**src/rtl/cmd_uart_responder.sv**
```systemverilog
// -----------------------------------------------------------------------------
// cmd_uart_responder
//   Knight-side end of the remote command link. Assembles 16-bit commands from
//   two received UART bytes (high byte first) for the command processor, and
//   transmits 8-bit response bytes back. The RX and TX paths are independent
//   (full duplex). Frame format: 1 start (0), 8 data LSB first, 1 stop (1).
//
// Parameters
//   BAUD_DIV     clk cycles per bit (>= 4)
//   TMO_BITS     bit periods allowed between the high byte's stop sample and
//                the low byte's start bit
//
// Ports
//   clk          system clock, rising edge
//   rst          asynchronous reset, active high
//   RX           serial input, idle high, asynchronous to clk
//   TX           serial output, idle high
//   cmd          last complete command {high byte, low byte}
//   cmd_rdy      cmd valid and not yet consumed (level)
//   clr_cmd_rdy  consumer acknowledge for cmd
//   resp         response byte, sampled when send_resp is accepted
//   send_resp    one-cycle request to transmit resp
//   tx_busy      a TX frame is in progress
//   resp_sent    last response fully sent (level)
// -----------------------------------------------------------------------------
module cmd_uart_responder #(
  parameter int BAUD_DIV = 2604,
  parameter int TMO_BITS = 24
) (
  input  logic        clk,
  input  logic        rst,
  input  logic        RX,
  output logic        TX,
  output logic [15:0] cmd,
  output logic        cmd_rdy,
  input  logic        clr_cmd_rdy,
  input  logic [7:0]  resp,
  input  logic        send_resp,
  output logic        tx_busy,
  output logic        resp_sent
);

  localparam int BCW      = $clog2(BAUD_DIV) + 1;
  localparam int TMO_CLKS = TMO_BITS * BAUD_DIV;
  localparam int TCW      = $clog2(TMO_CLKS) + 1;

  localparam logic [BCW-1:0] BAUD_LAST = BCW'(BAUD_DIV - 1);
  localparam logic [BCW-1:0] BAUD_HALF = BCW'(BAUD_DIV / 2 - 1);
  localparam logic [TCW-1:0] TMO_LAST  = TCW'(TMO_CLKS - 1);

  localparam logic [1:0] RX_IDLE  = 2'd0;
  localparam logic [1:0] RX_START = 2'd1;
  localparam logic [1:0] RX_DATA  = 2'd2;
  localparam logic [1:0] RX_STOP  = 2'd3;

  localparam logic ASM_WAIT_HI = 1'b0;
  localparam logic ASM_WAIT_LO = 1'b1;

  localparam logic TX_IDLE  = 1'b0;
  localparam logic TX_SHIFT = 1'b1;

  // ---------------------------------------------------------------------------
  // RX bit engine
  // ---------------------------------------------------------------------------
  logic           rx_s1, rx_s2, rx_prev;
  logic [1:0]     rx_state;
  logic [BCW-1:0] rx_cnt;
  logic [3:0]     rx_bits;
  logic [7:0]     rx_shift;
  logic           rx_fall, rx_tick, start_ok, stop_tick, byte_ok, byte_bad;

  assign rx_fall   = rx_prev & ~rx_s2;
  // The start bit is checked half a bit after the edge; every later sample
  // is a full bit period after the previous one, landing mid-bit.
  assign rx_tick   = (rx_cnt == ((rx_state == RX_START) ? BAUD_HALF : BAUD_LAST));
  assign start_ok  = (rx_state == RX_START) && rx_tick && !rx_s2;
  assign stop_tick = (rx_state == RX_STOP) && rx_tick;
  assign byte_ok   = stop_tick &&  rx_s2;
  assign byte_bad  = stop_tick && !rx_s2;

  // NOTE: sequential state uses non-blocking assignments only, so every flop
  // samples pre-edge values regardless of statement order.
  always_ff @(posedge clk or posedge rst) begin
    if (rst) begin
      rx_s1    <= 1'b1;
      rx_s2    <= 1'b1;
      rx_prev  <= 1'b1;
      rx_state <= RX_IDLE;
      rx_cnt   <= '0;
      rx_bits  <= '0;
      rx_shift <= '0;
    end else begin
      rx_s1   <= RX;
      rx_s2   <= rx_s1;
      rx_prev <= rx_s2;
      case (rx_state)
        RX_IDLE: begin
          rx_cnt <= '0;
          if (rx_fall) rx_state <= RX_START;
        end
        RX_START: begin
          if (rx_tick) begin
            rx_cnt   <= '0;
            rx_bits  <= '0;
            // A line already back high is a glitch, not a start bit.
            rx_state <= rx_s2 ? RX_IDLE : RX_DATA;
          end else begin
            rx_cnt <= rx_cnt + 1'b1;
          end
        end
        RX_DATA: begin
          if (rx_tick) begin
            rx_cnt   <= '0;
            rx_shift <= {rx_s2, rx_shift[7:1]};
            rx_bits  <= rx_bits + 1'b1;
            if (rx_bits == 4'd7) rx_state <= RX_STOP;
          end else begin
            rx_cnt <= rx_cnt + 1'b1;
          end
        end
        default: begin  // RX_STOP
          if (rx_tick) rx_state <= RX_IDLE;
          else         rx_cnt   <= rx_cnt + 1'b1;
        end
      endcase
    end
  end

  // ---------------------------------------------------------------------------
  // Command assembler
  // ---------------------------------------------------------------------------
  logic           asm_state;
  logic [7:0]     hi_byte;
  logic [TCW-1:0] tmo_cnt;

  always_ff @(posedge clk or posedge rst) begin
    if (rst) begin
      asm_state <= ASM_WAIT_HI;
      hi_byte   <= '0;
      tmo_cnt   <= '0;
      cmd       <= '0;
    end else begin
      case (asm_state)
        ASM_WAIT_HI: begin
          if (byte_ok) begin
            hi_byte   <= rx_shift;
            tmo_cnt   <= '0;
            asm_state <= ASM_WAIT_LO;
          end
        end
        default: begin  // ASM_WAIT_LO
          if (byte_ok) begin
            cmd       <= {hi_byte, rx_shift};
            asm_state <= ASM_WAIT_HI;
          end else if (byte_bad) begin
            asm_state <= ASM_WAIT_HI;
          end else if ((rx_state == RX_IDLE) && !rx_fall) begin
            // Only idle line time counts; once a low byte has started it
            // is allowed to finish.
            if (tmo_cnt == TMO_LAST) asm_state <= ASM_WAIT_HI;
            else                     tmo_cnt   <= tmo_cnt + 1'b1;
          end
        end
      endcase
    end
  end

  // Completion has priority over any clear in the same cycle.
  always_ff @(posedge clk or posedge rst) begin
    if (rst)                                          cmd_rdy <= 1'b0;
    else if ((asm_state == ASM_WAIT_LO) && byte_ok)   cmd_rdy <= 1'b1;
    else if (clr_cmd_rdy ||
             ((asm_state == ASM_WAIT_HI) && start_ok)) cmd_rdy <= 1'b0;
  end

  // ---------------------------------------------------------------------------
  // TX path
  // ---------------------------------------------------------------------------
  logic           tx_state;
  logic [9:0]     tx_shift;
  logic [BCW-1:0] tx_cnt;
  logic [3:0]     tx_bits;

  // TX comes straight from a flop that resets to 1, so reset idles the line
  // immediately and glitch-free.
  assign TX      = tx_shift[0];
  assign tx_busy = (tx_state == TX_SHIFT);

  always_ff @(posedge clk or posedge rst) begin
    if (rst) begin
      tx_state  <= TX_IDLE;
      tx_shift  <= '1;
      tx_cnt    <= '0;
      tx_bits   <= '0;
      resp_sent <= 1'b0;
    end else begin
      case (tx_state)
        TX_IDLE: begin
          if (send_resp) begin
            tx_shift  <= {1'b1, resp, 1'b0};
            tx_cnt    <= '0;
            tx_bits   <= '0;
            resp_sent <= 1'b0;
            tx_state  <= TX_SHIFT;
          end
        end
        default: begin  // TX_SHIFT: send_resp is ignored here
          if (tx_cnt == BAUD_LAST) begin
            tx_cnt <= '0;
            if (tx_bits == 4'd9) begin
              tx_shift  <= '1;
              resp_sent <= 1'b1;
              tx_state  <= TX_IDLE;
            end else begin
              tx_shift <= {1'b1, tx_shift[9:1]};
              tx_bits  <= tx_bits + 1'b1;
            end
          end else begin
            tx_cnt <= tx_cnt + 1'b1;
          end
        end
      endcase
    end
  end

endmodule

```
**config.mk**
```make
export PLATFORM = sky130hd
export DESIGN_NAME = cmd_uart_responder
export DESIGN_NICKNAME = d
export VERILOG_FILES = /design/src/rtl/cmd_uart_responder.sv
export SDC_FILE = /design/constraint.sdc
export NUM_CORES = 1
export LEC_CHECK = 0
export ABC_AREA = 1
export CORE_MARGIN = 5
export CORE_UTILIZATION = 55
export CTS_BUF_LIST = sky130_fd_sc_hd__clkbuf_2 sky130_fd_sc_hd__clkbuf_4 sky130_fd_sc_hd__clkbuf_8
export DETAILED_ROUTE_END_ITERATION = 7
export PLACE_DENSITY = 0.81
export REMOVE_ABC_BUFFERS = 1
export SLEW_MARGIN = 15
export SYNTH_ARGS = -nofsm -noshare
export SYNTH_HDL_FRONTEND = slang
export SYNTH_SLANG_ARGS = --single-unit
```
**constraint.sdc**
```tcl
create_clock -name clk -period 2.95 [get_ports clk]
set_clock_uncertainty 0.05 [all_clocks]
set_input_delay 0.295 -clock clk [delete_from_list [all_inputs] [get_ports clk]]
set_output_delay 0.295 -clock clk [all_outputs]
set_load 0.005 [all_outputs]
```
==> impl_metrics.csv, run 1 <==
group,metric,value,unit
logic_synthesis,synth_area,5540,um2
place,place_inst,860,
critical_path,path_max_fanout,24,
logic_synthesis,netlist_instances,711,
route,wire_per_inst,13.1,um
place,pre_cts_slack,0.301,ns
route,route.vias.total,4662,
timing,setup_violations,0,
route,route.met2.wl,5670,um
pwr,p_total,2.92,mW
route,wirelength_met1,5160,um
cells_and_area,area_growth,11.0,%
clock_tree,cts_post_setup_buffers_inserted,0,
floorplanning,core,9820,um2
clock_tree,cts_made_buffers,9,
clock_tree,path_clk_slew,0.10,ns
clock_tree,cts_resized,0,
critical_path,worst_setup_path_start_kind,"register",
timing,rsz0062_at_grt,"false",
cells_and_area,fin_nets,762,
flow_run,max-cap-violations,0,
logic_synthesis,yosysTopAreaCellShare,40.2,%
floorplanning,die_area,12200,um2
clock_tree,cts_tree,"done",
logic_synthesis,synth_edf_count,0,
timing,period_share,90.1,%
logic_synthesis,yosys_warnings,0,
cells_and_area,antenna_cells,0,
route,dr_wl_met3,497,um
pwr,p_leak,2.84,nW
cells_and_area,multiInputGateArea,2570,um2
logic_synthesis,synth_top_area_cell,"dfrtp_1",
pwr,power_density,474,nW/um2
clock_tree,clockRootBuffer,"clkbuf_8",
run_status,status,"finished, final reports clean",
critical_path,cp_num_buf_inv,1,
critical_path,arrival,2.87,ns
critical_path,crit_chain,"inv_1 > ha_1 > nor2_1 > nor2_1 > nand2_1 > nor2_4 > nand3_4 > nor2_2 > nand2_2 > nand2_1 > o21ai_2",
clock_tree,cts_sinks,101,
cells_and_area,fillers,861,
critical_path,crit_slowest_cell,"ha_1",
pwr,irDropWorstVdd,0.358,mV
floorplanning,fp.dieH,110,um
critical_path,timing.rr.start,"rx_state[1]",
timing,min_period,2.66,ns
critical_path,end_kind,"register",
worst_hold_path,hp-class,"primary input to asynchronous set/reset pin",
logic_synthesis,synth.avg_cell_area,7.79,um2
cells_and_area,post-route-util,62.6,%
route,ant_nets,0,
timing,tightest_slew,0.736,ns
critical_path,criticalPathCategory,"register to register",
floorplanning,start_util,56.4,%
clock_tree,clkLatencyLatePin,0.38,ns
logic_synthesis,synthTopCellsByCount,"nand2_1 (207), dfrtp_1 (89), nor2_1 (74), inv_1 (67), nand3_1 (67)",
cells_and_area,drive_above_1_share,8.61,%
route,vias_per_cell,5.32,
logic_synthesis,synth_area_leaders,"dfrtp_1 (40%), nand2_1 (14%), nand3_1 (6.1%)",
logic_synthesis,yosysMostFrequentCell,"nand2_1",
global_routing,antenna_found_initial,0,
cells_and_area,final-seq-area,2540,um2
critical_path,cp.required,3.16,ns
route,drt_iter0_markers,370,
floorplanning,dieWidth,110,um
timing,max_slew_margin,50.9,%
global_routing,grt_pass1_wl,19700,um
route,drc,0,
logic_synthesis,synthArstFlopShare,100,%
route,dr.pass1.iters,5,
route,drt_wl_total,11400,um
critical_path,cp.depth,11,
place,gp_congestion,0.940,
critical_path,cpLargestDelayFamily,"simple AND/OR/NAND/NOR gates",
global_routing,grt-ovfl-total,0,
critical_path,reg2regPathDepth,11,
floorplanning,num_rows,36,
cells_and_area,layout.cells.non_filler,876,
critical_path,worstReg2RegEnd,"cmd[2]",
global_routing,grt_max_degree,53,
place,port_buffers,32,
floorplanning,ioPinCount,33,
clock_tree,cts_hold_buf,0,
logic_synthesis,yosysSeqAreaShare,45.9,%
timing,fmax,376,MHz
timing,setup_slack,0.291,ns
critical_path,r2r_setup_slack,0.29,ns
logic_synthesis,ys.flop_type,"dfrtp_1",
global_routing,grt_pass1_vias,4348,
logic_synthesis,yosys_register_bits,101,
critical_path,slowest_delay,0.65,ns
logic_synthesis,yosysUniqueCellTypes,39,
timing,fin_tns_setup,0,ns
timing,slew_viol_final,0,
global_routing,track_usage,20.4,%
place,dp_hpwl,8160,um
clock_tree,cts_max_path_buffers,2,
timing,hold_violations,0,
route,top_layer,"met4",
clock_tree,htreeDepth,3,
==> stage by stage <==
stage	hold WS (ns)	cell area, um2
floorplan	0.249	5390
global placement	0.297	5940
detailed placement	0.297	5940
CTS	0.241	6150
global route	0.244	6150
finish	0.270	6150
==> worst register-to-register path: stages, from the launching register on <==
cell and delay [ns]:
dfrtp_1 0.44, inv_1 0.13, ha_1 0.65, nor2_1 0.09, nor2_1 0.12, nand2_1 0.09, nor2_4 0.14, nand3_4 0.12
nor2_2 0.14, nand2_2 0.30, nand2_1 0.21, o21ai_2 0.06
==> power by group <==
part	total (mW)	internal [mW]	switching, mW
clock	0.908	0.426	0.482
combinational	0.548	0.190	0.359
sequential	1.46	1.41	0.0456
total	2.92	2.03	0.886
==> state kept, by name (all words and copies together), names as in the netlist <==
name	cells
tmo_cnt	17
cmd	16
rx_cnt	13
tx_cnt	13
tx_shift	9
hi_byte	8
rx_shift	8
rx_bits	4
tx_bits	4
rx_state	2
asm_state	1
cmd_rdy	1
resp_sent	1
rx_prev	1
rx_s1	1
rx_s2	1
tx_busy	1
==> cell usage in the layout (no fill, tap or decap), drive strengths merged, types with 4 or more instances in the layout <==
| cell | netlist | routed |
|---|---|---|
| xor2 | 13 | 13 |
| ha | 11 | 11 |
| o21ai | 52 | 52 |
| o22ai | 10 | 10 |
| nand2 | 214 | 214 |
| dfstp | 12 | 12 |
| nand3 | 70 | 70 |
| dfrtp | 89 | 89 |
| clkdlybuf4s50 | 0 | 32 |
| nand4 | 19 | 19 |
| a21oi | 9 | 9 |
| xnor2 | 8 | 8 |
| clkinv | 3 | 6 |
| nor3 | 12 | 12 |
| nor3b | 4 | 4 |
| nor2 | 79 | 79 |
| buf | 18 | 7 |
| clkbuf | 5 | 11 |
| inv | 71 | 71 |
==> how the worst max path moves through the flow <==
stage                     start         to  slack [ns]
floorplan                   rst  asm_state       -0.02
global placement    rx_state[1]     cmd[6]        0.41
detailed placement  rx_state[1]     cmd[2]        0.30
CTS                 rx_state[1]     cmd[2]        0.28
global route        rx_state[1]     cmd[2]        0.02
finish              rx_state[1]     cmd[2]        0.29
==> kinds of logic (layout without fill, tap and decap cells) <==
family          after synthesis  in the layout  share of synthesized area [%]
simple gates                403            403                           32.4
flops                       101            101                           45.9
buf+inv                      97            129                           7.73
compound gates               77             77                           8.00
xor+xnor                     21             21                           3.32
fa+ha+maj                    11             11                           2.48
mux                           1              1                          0.181
==> final cells by class <==
class | count | share of cell area (%)
Multi-Input combinational cell | 513 | 41.8
Sequential cell | 101 | 41.4
Timing Repair Buffer | 39 | 6.27
Inverter | 74 | 4.56
Tap cell | 133 | 2.71
Clock buffer | 11 | 2.36
Clock inverter | 5 | 0.977
==> layer usage <==
metal  vias up  track usage [%]
met5         -                0
met4         0             5.80
met3        11             5.13
met2        92             34.5
met1      2208             26.1
li1       2351                -
No activity file was read; power rests on OpenSTA's default activity.
==> run 2, diff against run 1 <==
--- a/config.mk
+++ b/config.mk
@@ -10,7 +10,7 @@
 export CORE_UTILIZATION = 55
 export CTS_BUF_LIST = sky130_fd_sc_hd__clkbuf_2 sky130_fd_sc_hd__clkbuf_4 sky130_fd_sc_hd__clkbuf_8
 export DETAILED_ROUTE_END_ITERATION = 7
-export PLACE_DENSITY = 0.81
+export PLACE_DENSITY = 0.75
 export REMOVE_ABC_BUFFERS = 1
 export SLEW_MARGIN = 15
 export SYNTH_ARGS = -nofsm -noshare
==> constraint.sdc (replaced) <==
create_clock -name clk -period 2.9 [get_ports clk]
set_clock_uncertainty 0.05 [all_clocks]
set_input_delay 0.29 -clock clk [delete_from_list [all_inputs] [get_ports clk]]
set_output_delay 0.29 -clock clk [all_outputs]
set_load 0.005 [all_outputs]
==> impl_metrics.csv, run 2 (synthesized netlist as in run 1, its figures left out) <==
group,metric,value,unit
pwr,p_total,2.95,mW
global_routing,grt_pass1_vias,4322,
timing,setup_violations,0,
global_routing,antenna_found_initial,0,
critical_path,arrival,2.87,ns
pwr,swShare,30.3,%
route,drt_wl_total,11300,um
timing,max_slew_margin,54.0,%
clock_tree,cts_max_path_buffers,2,
run_status,status,"finished, final reports clean",
clock_tree,path_clk_slew,0.10,ns
timing,slew_viol_final,0,
cells_and_area,post-route-util,62.6,%
critical_path,criticalPathCategory,"register to register",
worst_hold_path,hp-class,"primary input to asynchronous set/reset pin",
clock_tree,htreeDepth,3,
clock_tree,cts_made_buffers,9,
cells_and_area,drive_above_1_share,8.61,%
route,drc,0,
cells_and_area,regMostFlops,"tmo_cnt",
clock_tree,clockRootBuffer,"clkbuf_8",
pwr,p_clk_share,30.9,%
global_routing,grt_max_degree,43,
critical_path,slowest_delay,0.62,ns
pwr,irDropWorstVdd,0.481,mV
route,route.vias.total,4644,
place,dp_hpwl,8130,um
global_routing,track_usage,20.1,%
clock_tree,cts_hold_buf,0,
critical_path,path_max_fanout,24,
floorplanning,die_area,12200,um2
place,placed_area,5940,um2
clock_tree,cts_sinks,101,
flow_run,max-cap-violations,0,
timing,period_share,91.8,%
floorplanning,fp.dieH,110,um
cells_and_area,reg_top3,"tmo_cnt (17), cmd (16)",
floorplanning,num_rows,36,
clock_tree,clkLatencyLatePin,0.38,ns
timing,min_period,2.66,ns
route,ant_nets,0,
timing,hold_violations,0,
critical_path,crit_chain,"inv_1 > ha_1 > nor2_1 > nor2_1 > nand2_1 > nor2_4 > nand3_4 > nor2_2 > nand2_2 > nand2_1 > o21ai_2",
critical_path,worst_setup_path_start_kind,"register",
floorplanning,core,9820,um2
cells_and_area,antenna_cells,0,
clock_tree,cts_tree,"done",
critical_path,crit_slowest_cell,"ha_1",
critical_path,end_kind,"register",
global_routing,grt_pass1_wl,19500,um
pwr,comb_power_share,18.7,%
cells_and_area,largest_reg_flops,17,
floorplanning,dieWidth,110,um
timing,tightest_slew,0.690,ns
route,drt_iter0_markers,384,
critical_path,reg2regPathDepth,11,
pwr,seq_power_share,50.4,%
route,vias_per_cell,5.30,
cells_and_area,fin_nets,762,
pwr,p_leak,2.84,nW
cells_and_area,stdcell_area,6140,um2
clock_tree,cts_resized,0,
cells_and_area,area_growth,10.9,%
route,wire_per_inst,12.9,um
timing,hold-worst-slack,0.245,ns
pwr,intPower,2.05,mW
timing,fmax,376,MHz
global_routing,grt-ovfl-total,0,
cells_and_area,mostFrequentLayoutCells,"nand2_1 (207), dfrtp_1 (89), nor2_1 (74)",
pwr,power_density,480,nW/um2
clock_tree,cts_post_setup_buffers_inserted,0,
place,gp_congestion,0.891,
place,port_buffers,32,
floorplanning,start_util,56.4,%
cells_and_area,final_common_cell,"nand2_1",
route,dr.pass1.iters,5,
pwr,power.switching,0.894,mW
critical_path,cp.required,3.11,ns
timing,rsz0062_at_grt,"false",
floorplanning,ioPinCount,33,
run 2: cell types whose count changed in the layout (fill, tap and decap cells not counted):
cell,change
clkinv_4,-2
clkinv_2,+2
clkbuf_4,-1
inv_6,+1
run 2: final cells by class:
type,instances,area (um2)
sequential,101,2540
inverter,74,280
fill,903,3680
clock buffer,10,138
timing repair buffer,39,385
tap,133,166
clock inverter,6,61.3
multi-input combinational,513,2570
run 2: critical path: cells and delay by family, from the launching register on:
kind            cells  cell delay [ns]
fa+ha+maj           1             0.62
simple gates        8             1.22
buf+inv             1             0.14
flops               1             0.43
compound gates      1             0.07
run 2: path summary, 6_finish.rpt:
path / start / to / slack (ns)
setup / recovery: rx_state[1] / cmd[7] / 0.24
setup reg to reg: rx_state[1] / cmd[7] / 0.24
max in group asynchronous: rst / tx_shift[7] / 1.87
min in group clk: RX / rx_s1 / 0.27
hold reg to reg: rx_s1 / rx_s2 / 0.31
hold / removal: rst / tmo_cnt[15] / 0.24
run 2: stage by stage:
stage / std cells / TNS [ns] / worst slack, ns
after floorplan: 688 / -5.99 / -0.0673
after global placement: 860 / 0 / 0.418
after detailed placement: 860 / 0 / 0.265
after CTS: 876 / 0 / 0.252
after global routing: 876 / 0 / 0.00656
final: 876 / 0 / 0.238
run 2: layer usage:
| layer | GRT usage [%] | up-vias | wire [um] |
|---|---|---|---|
| li1 | - | 2346 | - |
| met1 | 27.0 | 2188 | 5210 |
| met2 | 32.5 | 99 | 5380 |
| met3 | 4.54 | 11 | 603 |
| met4 | 6.60 | 0 | 143 |
| met5 | 0 | - | 0 |
run 2: power by group through the flow:
stage	registers, mW	logic, mW	clock network, mW
2_1_floorplan	1.50	0.426	0
3_3_place_gp	1.51	0.538	0
3_5_place_dp	1.51	0.553	0
4_1_cts	1.49	0.554	0.945
5_1_grt	1.49	0.630	0.996
6_report	1.49	0.552	0.910
==> run 3, diff against run 2 <==
--- a/config.mk
+++ b/config.mk
@@ -9,6 +9,7 @@
 export CORE_MARGIN = 5
 export CORE_UTILIZATION = 55
 export CTS_BUF_LIST = sky130_fd_sc_hd__clkbuf_2 sky130_fd_sc_hd__clkbuf_4 sky130_fd_sc_hd__clkbuf_8
+export CTS_CLUSTER_SIZE = 12
 export DETAILED_ROUTE_END_ITERATION = 7
 export PLACE_DENSITY = 0.75
 export REMOVE_ABC_BUFFERS = 1
==> results of run 3 <==
Same layout as run 2: the final DEF is identical, and so are final timing and power.
